==> config.mk <==
export PLATFORM = sky130hd
export DESIGN_NAME = vector_mem_unit
export DESIGN_NICKNAME = d
export VERILOG_FILES = /design/src/rtl/vector_mem_unit.sv
export SDC_FILE = /design/constraint.sdc
export NUM_CORES = 1
export LEC_CHECK = 0
export ABC_AREA = 1
export BUFFER_PORTS_ARGS = -buffer_cell sky130_fd_sc_hd__buf_4
export CAP_MARGIN = 20
export CORE_MARGIN = 10
export CORE_UTILIZATION = 50
export CTS_CLUSTER_SIZE = 30
export DETAILED_ROUTE_END_ITERATION = 12
export GPL_TIMING_DRIVEN = 1
export MAX_ROUTING_LAYER = met4
export PLACE_DENSITY = 0.75
export SYNTH_ARGS = -nofsm -noshare
export SYNTH_HDL_FRONTEND = slang
export SYNTH_SLANG_ARGS = --single-unit
==> constraint.sdc <==
create_clock -name clk -period 18.2 [get_ports clk]
set_input_delay 0.91 -clock clk [delete_from_list [all_inputs] [get_ports clk]]
set_output_delay 0.91 -clock clk [all_outputs]
set_load 0.01 [all_outputs]
==> src/rtl/vector_mem_unit.sv <==
// vector_mem_unit: sequences a V-bit vector load/store as LANES single-lane
// accesses to an N-bit single-port data memory, one access per cycle, with a
// MEM_LAT-deep capture pipeline that assembles load data back into a vector.
//
// state  | meaning
// IDLE   | waiting for start; stall_cpu follows start so the request cycle is held
// ISSUE  | one memory access per cycle, lane 0 up to the last active lane
// DRAIN  | loads only: wait MEM_LAT cycles for the final read to be captured
// DONE   | one-cycle done pulse, load_vector final, start ignored
module vector_mem_unit #(
   parameter int V       = 128,
   parameter int N       = 32,
   parameter int MEM_LAT = 1
) (
   input  logic         clk,
   input  logic         rst,
   input  logic         start,
   input  logic         is_store,
   input  logic         is_vector,
   input  logic [V-1:0] addr_vector,
   input  logic [V-1:0] data_vector,
   input  logic [N-1:0] mem_rdata,
   output logic [N-1:0] mem_addr,
   output logic [N-1:0] mem_wdata,
   output logic         mem_wen,
   output logic         mem_ren,
   output logic         stall_cpu,
   output logic         done,
   output logic [V-1:0] load_vector
);

   localparam int LANES = V / N;
   localparam int LW    = (LANES > 1) ? $clog2(LANES) : 1;
   localparam int DW    = $clog2(MEM_LAT + 1);

   typedef enum logic [1:0] {S_IDLE, S_ISSUE, S_DRAIN, S_DONE} state_t;

   state_t          state;
   logic [LW-1:0]   lane;
   logic [LW-1:0]   lane_nxt;
   logic [LW-1:0]   last_lane;
   logic [DW-1:0]   drain_cnt;
   logic            store_q;
   logic            vector_q;
   logic [N-1:0]    addr_q [LANES];
   logic [N-1:0]    data_q [LANES];

   logic [MEM_LAT-1:0] pipe_v;
   logic [LW-1:0]      pipe_lane [MEM_LAT];

   assign lane_nxt  = lane + 1'b1;
   assign last_lane = vector_q ? LW'(LANES - 1) : '0;

   // Sequencer: latches operands, walks the lanes and drives registered memory strobes
   always_ff @(posedge clk or posedge rst) begin
      if (rst) begin
         state     <= S_IDLE;
         lane      <= '0;
         drain_cnt <= '0;
         store_q   <= 1'b0;
         vector_q  <= 1'b0;
         mem_addr  <= '0;
         mem_wdata <= '0;
         mem_wen   <= 1'b0;
         mem_ren   <= 1'b0;
         done      <= 1'b0;
         for (int i = 0; i < LANES; i++) begin
            addr_q[i] <= '0;
            data_q[i] <= '0;
         end
      end else begin
         done <= 1'b0;
         case (state)
            S_IDLE: begin
               if (start) begin
                  for (int i = 0; i < LANES; i++) begin
                     addr_q[i] <= addr_vector[i*N +: N];
                     data_q[i] <= data_vector[i*N +: N];
                  end
                  store_q   <= is_store;
                  vector_q  <= is_vector;
                  lane      <= '0;
                  mem_addr  <= addr_vector[N-1:0];
                  mem_wdata <= is_store ? data_vector[N-1:0] : '0;
                  mem_wen   <= is_store;
                  mem_ren   <= !is_store;
                  state     <= S_ISSUE;
               end
            end
            S_ISSUE: begin
               if (lane == last_lane) begin
                  mem_addr  <= '0;
                  mem_wdata <= '0;
                  mem_wen   <= 1'b0;
                  mem_ren   <= 1'b0;
                  drain_cnt <= '0;
                  if (store_q) begin
                     state <= S_DONE;
                     done  <= 1'b1;
                  end else begin
                     state <= S_DRAIN;
                  end
               end else begin
                  lane      <= lane_nxt;
                  mem_addr  <= addr_q[lane_nxt];
                  mem_wdata <= store_q ? data_q[lane_nxt] : '0;
               end
            end
            S_DRAIN: begin
               if (drain_cnt == DW'(MEM_LAT - 1)) begin
                  state <= S_DONE;
                  done  <= 1'b1;
               end else begin
                  drain_cnt <= drain_cnt + 1'b1;
               end
            end
            S_DONE: begin
               state <= S_IDLE;
            end
            default: state <= S_IDLE;
         endcase
      end
   end

   // CPU is held in the request cycle and for the whole access/drain window
   always_comb begin
      stall_cpu = 1'b0;
      case (state)
         S_IDLE:  stall_cpu = start;
         S_ISSUE: stall_cpu = 1'b1;
         S_DRAIN: stall_cpu = 1'b1;
         default: stall_cpu = 1'b0;
      endcase
   end

   // Read-return pipeline: lane tag travels MEM_LAT cycles beside the read, then lands in load_vector
   always_ff @(posedge clk or posedge rst) begin
      if (rst) begin
         pipe_v      <= '0;
         load_vector <= '0;
         for (int i = 0; i < MEM_LAT; i++) begin
            pipe_lane[i] <= '0;
         end
      end else begin
         pipe_v[0]    <= mem_ren;
         pipe_lane[0] <= lane;
         for (int i = 1; i < MEM_LAT; i++) begin
            pipe_v[i]    <= pipe_v[i-1];
            pipe_lane[i] <= pipe_lane[i-1];
         end
         if (state == S_IDLE && start) begin
            load_vector <= '0;
         end else if (pipe_v[MEM_LAT-1]) begin
            for (int l = 0; l < LANES; l++) begin
               if (pipe_lane[MEM_LAT-1] == LW'(l)) begin
                  load_vector[l*N +: N] <= mem_rdata;
               end
            end
         end
      end
   end

endmodule

==> results by stage, run 1 <==
Pwr:
- The power consumption is 4.81 mW.
- Of the total power, the clock network draws 0.199.
- Of the total power, registers draw 0.379.
- Summed over all nets, the switching power comes to 1.98 mW.
- The share of total power dissipated in combinational logic is 0.422.
- Of the total power, the share spent switching nets is 0.412.
- Across the VDD grid, the largest voltage drop is 0.104 mV.
- Summed over all cells, the static leakage comes to 14.4 nW.
- In this run the power density over the cells is 185 nW/um^2.
- The internal power of the cells totals 2.83 mW.

Synthesis:
- The largest area contributor in the netlist is dfrtp_1.
- Ranked by total cell area, the synthesized netlist is headed by dfrtp_1 (56%), nand2_1 (25%), nor2_1 (3.0%).
- The number of instances in the synthesized netlist is between 2000 and 3000.
- The Yosys step of the flow raised 0 warnings.
- A synthesized cell averages 7.71 um^2.
- The share of the synthesized area in compound gates (AO/OA/AOI/OAI) is 0.0503.
- The number of different library cells used by synthesis comes to 19.
- Synthesis produced a netlist with a net count of about 3000.
- The number of enable-type register cells in the synthesized netlist is 0.
- Of the total synthesized cell area, the portion taken by full adders, half adders and majority gates is 0.00304.
- In the synthesized netlist the async set-or-reset flop fraction comes to 1.00.
- The share of synthesized area in the top cell type comes to 0.559.
- The portion of netlist area occupied by mux cells is 0.0175.
- The basic-gate share of the synthesized area counting and, or, nand and nor cells is 0.310.
- Of the total synthesized cell area, the portion taken by XOR and XNOR cells is 0.
- The synthesized netlist occupies a cell area of 20600 um^2.
- Of the synthesized area, sequential elements account for 0.559.
- Sorting the synthesized cells by how often they occur yields nand2_1 (1389), dfrtp_1 (460), nor2_1 (164), inv_1 (148), o21ai_0 (123).
- Among all cell types in the netlist, the one instantiated most often is nand2_1.
- The synthesized design contains between 400 and 500 register bits.
- By area, the combinational part of the netlist is dominated by simple AND/OR/NAND/NOR gates.
- The most instantiated flip-flop cell in the synthesis netlist is dfrtp_1.

Drt:
- The average vias per placed instance is 5.29.
- The length of the first detailed-routing pass in iterations is 6.
- For this block, the via count after detailed routing is between 15000 and 20000.
- After detailed routing, the total wire length is 68.6 mm.
- The DRC violation total after the first TritonRoute iteration is 1932.
- After detailed routing, the average wire length per cell comes to around 19 um.
- In the routed design, unresolved DRC markers number 0.
- The remaining number of nets flagged by the antenna check after routing is 0.

Critical path:
- The worst endpoint required time is 18.71 ns.
- STA classifies the critical path startpoint as a flip-flop.
- The slowest library cell on the worst path is buf_4.
- The cell repeated most along the worst path is buf_4.
- The largest fanout on the critical path is 101.
- The critical path is of the flip-flop to flip-flop type.
- The critical path buffer and inverter count is 3.
- For this run, the slowest stage of the critical path takes 0.88 ns.
- The worst setup path is captured at a flip-flop.
- The signal on the critical path passes through inv_1 -> ha_1 -> nand2_4 -> buf_4 -> buf_4 -> nand3_1 -> nand2_1.
- The data arrival time of the worst path is between 4 and 5 ns.
- The gate family responsible for the most delay along the worst path is buffers and inverters.

Floorplanning:
- The floorplan has 74 rows.
- The die covers a little under 50000 um^2.
- The number of primary I/O pins is roughly 500.
- From bottom edge to top edge, the die measures 223 um.
- The initial core utilization is 0.505.
- The core region is between 40000 and 50000 um^2.
- From left edge to right edge, the die measures 223 um.

Cells and area:
- The post-route non-filler standard cell count is 3642.
- The final standard cell utilization of the core is 0.638.
- Relative to the synthesized area, the layout overhead comes to 26.3%.
- In the final layout, the share of cells above drive strength 1 is 0.203.
- The net total in the final layout is 3373.

Clock network:
- In this run, CTS created clock tree buffers numbering 47.
- The post-CTS repair timing setup buffer count is 0.
- The root buffer cell is clkbuf_16.
- The depth of the CTS H-tree is 2.
- The clock latency of the later-clocked register in the worst-skew pair is 0.59 ns.
- The clock edge transition at the registers on the reported setup and hold paths is 0.06 ns.
- The maximum buffer depth of the clock tree is 3.
- The number of clock sinks is 460.
- The post-CTS resize count is 0.
- The clock tree from TritonCTS is done.
- Hold repair after CTS inserted 0 buffers.

Global routing:
- The total overflow left after global routing is 0.
- The via count of the first global-routing pass is 19100.
- Entering global routing, the biggest net connects approximately 200 pins.
- The number of antenna violations at the first check in global routing is 1.
- The overall track demand over capacity in global routing is 0.274.
- The first-pass GRT wire length is around 110 mm.

Timing:
- Setup violations remaining at the end of the flow were counted as 0.
- Setup repair after global routing left no endpoint under its margin.
- The relative slew slack is 0.215.
- For the finished layout, the period the worst path requires is 3.94 ns.
- The final-report hold violation count is 0.
- Based on the critical path, the design can be clocked at up to 254 MHz.
- In the finished design, the share of the clock period the worst path needs comes to 0.216.
- Between clock sinks in the finished design, the worst skew comes to 0.0210 ns.
- The setup TNS is 0 ns.
- The final count of pins violating max slew came to 0.
- At the pin with the least slew margin, the transition time is 1.18 ns.

Min path:
- The path class of the tightest hold or removal check is flip-flop to flip-flop.

Flow run:
- The count of max-cap constraint violations is 0.

Place:
- In this run, placement finished with an instance count of 3557.
- Once detailed placement completed, the half-perimeter wirelength came to 45.9 mm.
- In this run the tool buffered the top-level ports with 488 buffer cells.
- The final RePlAce weighted congestion is 0.900.

Status:
- The flow ran to the end, and the final reports show no timing, DRC or antenna violations.
[final timing paths]
path | end | slack, ns | cells past startpoint | start
max in group asynchronous | data_q[5] | 15.26 | 4 | rst
setup / recovery | load_vector[70] | 14.26 | 7 | state[0]
setup reg to reg | load_vector[70] | 14.26 | 7 | state[0]
min in group asynchronous | addr_q[93] | 0.55 | 2 | rst
hold / removal | data_q[61] | 0.48 | 2 | data_q[61]
hold reg to reg | data_q[61] | 0.48 | 2 | data_q[61]
[worst reg2reg max path: stages, from the launching register on]
cell,delay (ns)
dfrtp_1,0.41
inv_1,0.13
ha_1,0.36
nand2_4,0.73
buf_4,0.95
buf_4,0.95
nand3_1,0.22
nand2_1,0.12
[state kept, by name, summed over array words and instances, names as in the netlist]
name	flops
addr_q	128
data_q	128
done	1
lane	2
load_vector	128
mem_addr	32
mem_ren	1
mem_wdata	32
mem_wen	1
pipe_lane	2
pipe_v	1
state	2
store_q	1
vector_q	1
[power by group through the flow]
| stage | Combinational (mW) | Clock (mW) | Sequential (mW) |
|---|---|---|---|
| after global routing | 2.27 | 1.01 | 1.87 |
| after floorplan | 1.19 | 0 | 1.82 |
| final | 2.03 | 0.958 | 1.83 |
| after CTS | 2.03 | 0.972 | 1.82 |
| after detailed placement | 2.02 | 0 | 1.83 |
| after global placement | 1.96 | 0 | 1.81 |
[metal layers]
layer | vias up | track usage | share of wire
met2 | 887 | 0.447 | 0.49
met5 | - | - | 0
met1 | 9296 | 0.347 | 0.41
li1 | 8964 | - | -
met4 | 0 | 0.0946 | 0.031
met3 | 136 | 0.0375 | 0.070
[placed cells by master (no fill, tap or decap), types with 5 or more instances in the layout]
| cell type | instances |
|---|---|
| a21oi_1 | 77 |
| ha_1 | 5 |
| buf_4 | 509 |
| clkbuf_1 | 9 |
| clkinv_2 | 9 |
| clkbuf_16 | 47 |
| dfrtp_1 | 459 |
| nor2_1 | 162 |
| clkbuf_8 | 11 |
| inv_1 | 146 |
| mux2_2 | 32 |
| o21ai_0 | 123 |
| nand3_1 | 105 |
| nand2_1 | 1387 |
[cell type report]
cell class                 instances  area, um^2
fill                            3476       14700
sequential                       460       11500
multi-input combinational       1904        7860
timing repair buffer             511        3860
clock buffer                      67        1360
tap                              532         666
inverter                         151         582
clock inverter                    16         146
antenna                            1        2.50
[through the flow]
step,cell area (um^2),hold WS (ns),setup WS (ns)
6_report,26000,0.477,14.26
5_1_grt,26000,0.486,14.01
4_1_cts,26000,0.472,14.27
3_5_place_dp,24500,0.458,14.30
3_3_place_gp,24500,0.436,14.39
2_1_floorplan,20600,0.349,4.46
[cells by family after synthesis]
group                      count (synthesis)
AOI/OAI and AO/OA                        206
adders and majority gates                  5
buffers and inverters                    306
DFF                                      460
muxes                                     32
and+or+nand+nor                         1661
No activity file was read; power rests on OpenSTA's default activity.
==> run 2, diff against run 1 <==
--- a/config.mk
+++ b/config.mk
@@ -9,12 +9,12 @@
 export BUFFER_PORTS_ARGS = -buffer_cell sky130_fd_sc_hd__buf_4
 export CAP_MARGIN = 20
 export CORE_MARGIN = 10
-export CORE_UTILIZATION = 50
+export CORE_UTILIZATION = 49
 export CTS_CLUSTER_SIZE = 30
 export DETAILED_ROUTE_END_ITERATION = 12
 export GPL_TIMING_DRIVEN = 1
 export MAX_ROUTING_LAYER = met4
-export PLACE_DENSITY = 0.75
+export PLACE_DENSITY = 0.77
 export SYNTH_ARGS = -nofsm -noshare
 export SYNTH_HDL_FRONTEND = slang
 export SYNTH_SLANG_ARGS = --single-unit
==> constraint.sdc (replaced) <==
create_clock -name clk -period 3.23 [get_ports clk]
set_input_delay 0.1615 -clock clk [delete_from_list [all_inputs] [get_ports clk]]
set_output_delay 0.1615 -clock clk [all_outputs]
set_load 0.01 [all_outputs]
==> run 2 against run 1 <==
Against the previous run:
- design area rose by 13%
- sequential cell count stayed put
- worst hold slack got worse by 0.42 ns
- sequential share of layout area fell by 5.0 points
- clock skew is 0.0048 ns lower
- critical path depth fell by 1
- worst setup slack lost 14 ns
- routed wire length increased by 19%
- first-iteration DRC count is 22% higher
- clock power grew to 6.0 times the previous value
- die area grew 1.9%
- combinational power rose to 6.2 times the previous value
- largest cell class unchanged
- largest power group unchanged
==> results by stage, run 2 (synthesized netlist as in run 1, its figures left out) <==
Clock network:
- The clock latency of the later-clocked register in the worst-skew pair is 0.59 ns (about the same).
- The maximum buffer depth of the clock tree is 3 (unchanged).
- TritonCTS built the clock tree.
- The depth of the CTS H-tree is 2 (unchanged).
- The clock edge transition at the registers on the reported setup and hold paths came to 0.06 ns (about the same).
- The root buffer cell chosen for the clock tree is clkbuf_16.
- The number of clock sinks is 460 (unchanged).
- The number of clock buffers inserted by TritonCTS was 49 (+4.3%).

Cells and area:
- The library cells used most frequently in the layout, excluding fill and tap cells, are nand2_1 (1387), buf_4 (521), dfrtp_1 (459).
- The library cell used most frequently in the layout, excluding fill and tap cells, is nand2_1.
- The fraction of final layout cells with drive strength greater than 1 was 0.190 (-0.0133).
- The largest registers in the layout are addr_q: 128 flops, data_q: 128 flops, load_vector: 128 flops.
- The number of fill cells in the layout was 2893 (-17%).
- The area of the multi-input gates came to 7860 um^2 (unchanged).
- The final standard cell utilization of the core is 0.702 (+0.0641).
- The growth of design area from synthesis to finish is 42.4%.
- The sequential cell area is 11500 um^2 (unchanged).
- The post-route non-filler standard cell count is 3972 (+9.1%).
- The net total in the final layout is 3688 (+9.3%).
- The post-route standard cell area excluding fillers is 29300 um^2 (+13%).

Critical path:
- The sort of element at the start of the critical path is a flip-flop.
- The worst reg-to-reg path cell count came to 9 (+2).
- STA classifies the critical path endpoint as an output pin.
- The largest fanout on the critical path came to 169 (+67%).
- The data arrival time of the worst path was 2.53 ns (-1.92 ns).
- The kind of critical path is flip-flop to output pin.
- The worst endpoint required time is 3.07 ns (-15.64 ns).

Timing:
- Setup repair after global routing left no endpoint under its margin.
- The final-report hold violation count is 0 (unchanged).
- The setup TNS came to 0 ns (unchanged).
- Derived from the worst setup path, the maximum achievable clock frequency is 372 MHz.
- The actual transition at the worst max-transition pin is 0.977 ns (-0.200 ns).
- The period utilization is 0.832.
- The worst-case clock skew is 0.0162 ns (-0.00483 ns).
- The final count of pins violating max slew is 0 (unchanged).
- The relative slew slack came to 0.348 (+0.133).
- The final critical delay including setup and external delays is 2.69 ns.
- The number of setup violations in the final report is 0 (unchanged).

Flow run:
- The count of max-cap constraint violations is 0 (unchanged).

Pwr:
- The power per cell area is 973 nW/um^2 (+430%).
- The reported leakage power is 15.8 nW (+9.7%).
- The peak ir drop on the vdd network is 0.593 mV (+470%).

Global routing:
- The pin count of the biggest net entering global routing is 170 (-15%).
- The fraction of met2 tracks used by global routing came to 0.516 (+0.0686).
- The overall track demand over capacity in global routing was 0.327 (+0.0530).
- The number of antenna violations at the first check in global routing came to 7 (+6).
- The met1 demand-to-capacity share in global routing is 0.371 (+0.0243).
- The total congestion overflow came to 0 (unchanged).
- met2 is the most crowded layer.
- The first-pass GRT wire length came to 127 mm (+18%).
- The met3 usage in global routing was 0.0789 (+0.0413).
- The via count of the first global-routing pass is 22500 (+18%).

Drt:
- The wire length per cell after detailed routing is 20.6 um (+9.4%).
- The remaining number of nets flagged by the antenna check after routing is 0 (unchanged).
- The total number of vias is 21700 (+12%).
- The aggregate routed wire length was 81.9 mm (+19%).
- The DRC violation total after the first TritonRoute iteration came to 2365 (+22%).
- The length of the first detailed-routing pass in iterations is 9 (+3).
- The average vias per placed instance came to 5.46 (+3.1%).
- The final routed DRC violation total came to 0 (unchanged).

Place:
- The number of placed instances with taps included is 3587 (+0.84%).
- The final RePlAce weighted congestion is 0.908 (+0.81%).
- The half-perimeter wire length after detailed placement is 46.7 mm (+1.7%).
- The total of buffers placed on input and output ports is 488 (unchanged).
- The placement-stage cell area is 24800 um^2 (+1.3%).

Floorplanning:
- The initial core utilization is 0.493 (-0.0123).
- The area of the die is 50600 um^2 (+1.9%).
- The die width is 225 um (+0.92%).
- The number of primary I/O pins was 489 (unchanged).
- The die height is 225 um (+0.92%).
- The area of the core is 41800 um^2 (+2.5%).
- The number of rows created at floorplan is 75 (+1.4%).

Status:
- The flow ran to the end, and the final reports show no timing, DRC or antenna violations.

Min path:
- The number of stages on the worst hold path came to 5 (+3).
- The type of the tightest min-delay check is input port to flip-flop.
[run 2: cell count changes in the layout (fill, tap and decap cells not counted), moves of 2 or more]
cell,before,now
clkbuf_16,47,51
buf_12,2,12
dlygate4sd3_1,0,291
clkbuf_8,11,8
diode_2,1,11
buf_4,509,521
clkbuf_1,9,13
bufinv_16,2,4
clkinv_2,9,4
[run 2: timing repair]
| action | in CTS | in global routing |
|---|---|---|
| hold buffers | 291 | 0 |
| setup buffers | 0 | 0 |
| endpoints found under the hold margin | 434 | 0 |
| resized for setup | 0 | 0 |
[run 2: metal layers]
metal | share of wire | wire, um
met5 | 0 | 0
met4 | 0.064 | 5250
met3 | 0.096 | 7900
met2 | 0.48 | 39100
met1 | 0.36 | 29600
[run 2: metrics by stage]
step | setup slack, ns | hold slack [ns] | power [mW]
2_1_floorplan | -3.16 | 0.271 | 16.9
6_report | 0.542 | 0.0524 | 28.5
3_5_place_dp | 0.886 | 0.358 | 21.8
5_1_grt | 0.315 | 0.0518 | 30.3
3_3_place_gp | 0.951 | 0.355 | 21.4
4_1_cts | 0.453 | 0.00502 | 27.9
[run 2: critical path, stage by stage (launching register included)]
cell and delay, ns:
dfrtp_1 0.39, inv_1 0.12, ha_1 0.30, nand2_4 0.30, buf_12 0.49, a21oi_1 0.14
buf_4 0.19
[run 2: final cells by class]
| type | instances | share of cell area |
|---|---|---|
| clock inverter | 11 | 0.00563 |
| multi-input combinational | 1904 | 0.268 |
| tap | 539 | 0.0230 |
| timing repair buffer | 824 | 0.241 |
| sequential | 460 | 0.393 |
| clock buffer | 72 | 0.0489 |
| antenna | 11 | 0.000939 |
| inverter | 151 | 0.0197 |
[run 2: path summary, 6_finish.rpt]
kind                                   start         endpoint  slack [ns]
min in group asynchronous                rst      mem_addr[2]        0.30
max in group asynchronous                rst     mem_wdata[6]        1.90
worst min register to register       mem_ren           pipe_v        0.44
worst max-delay path                state[0]        stall_cpu        0.54
worst max register to register      state[0]     mem_addr[11]        0.68
worst min-delay path            mem_rdata[8]  load_vector[40]        0.05
[run 2: power breakdown]
group / switching [mW] / internal (mW) / leakage [nW]
combinational: 7.86 / 4.71 / 9.30
clock: 2.35 / 3.38 / 0.783
sequential: 1.72 / 8.50 / 5.71
total: 11.9 / 16.6 / 15.8
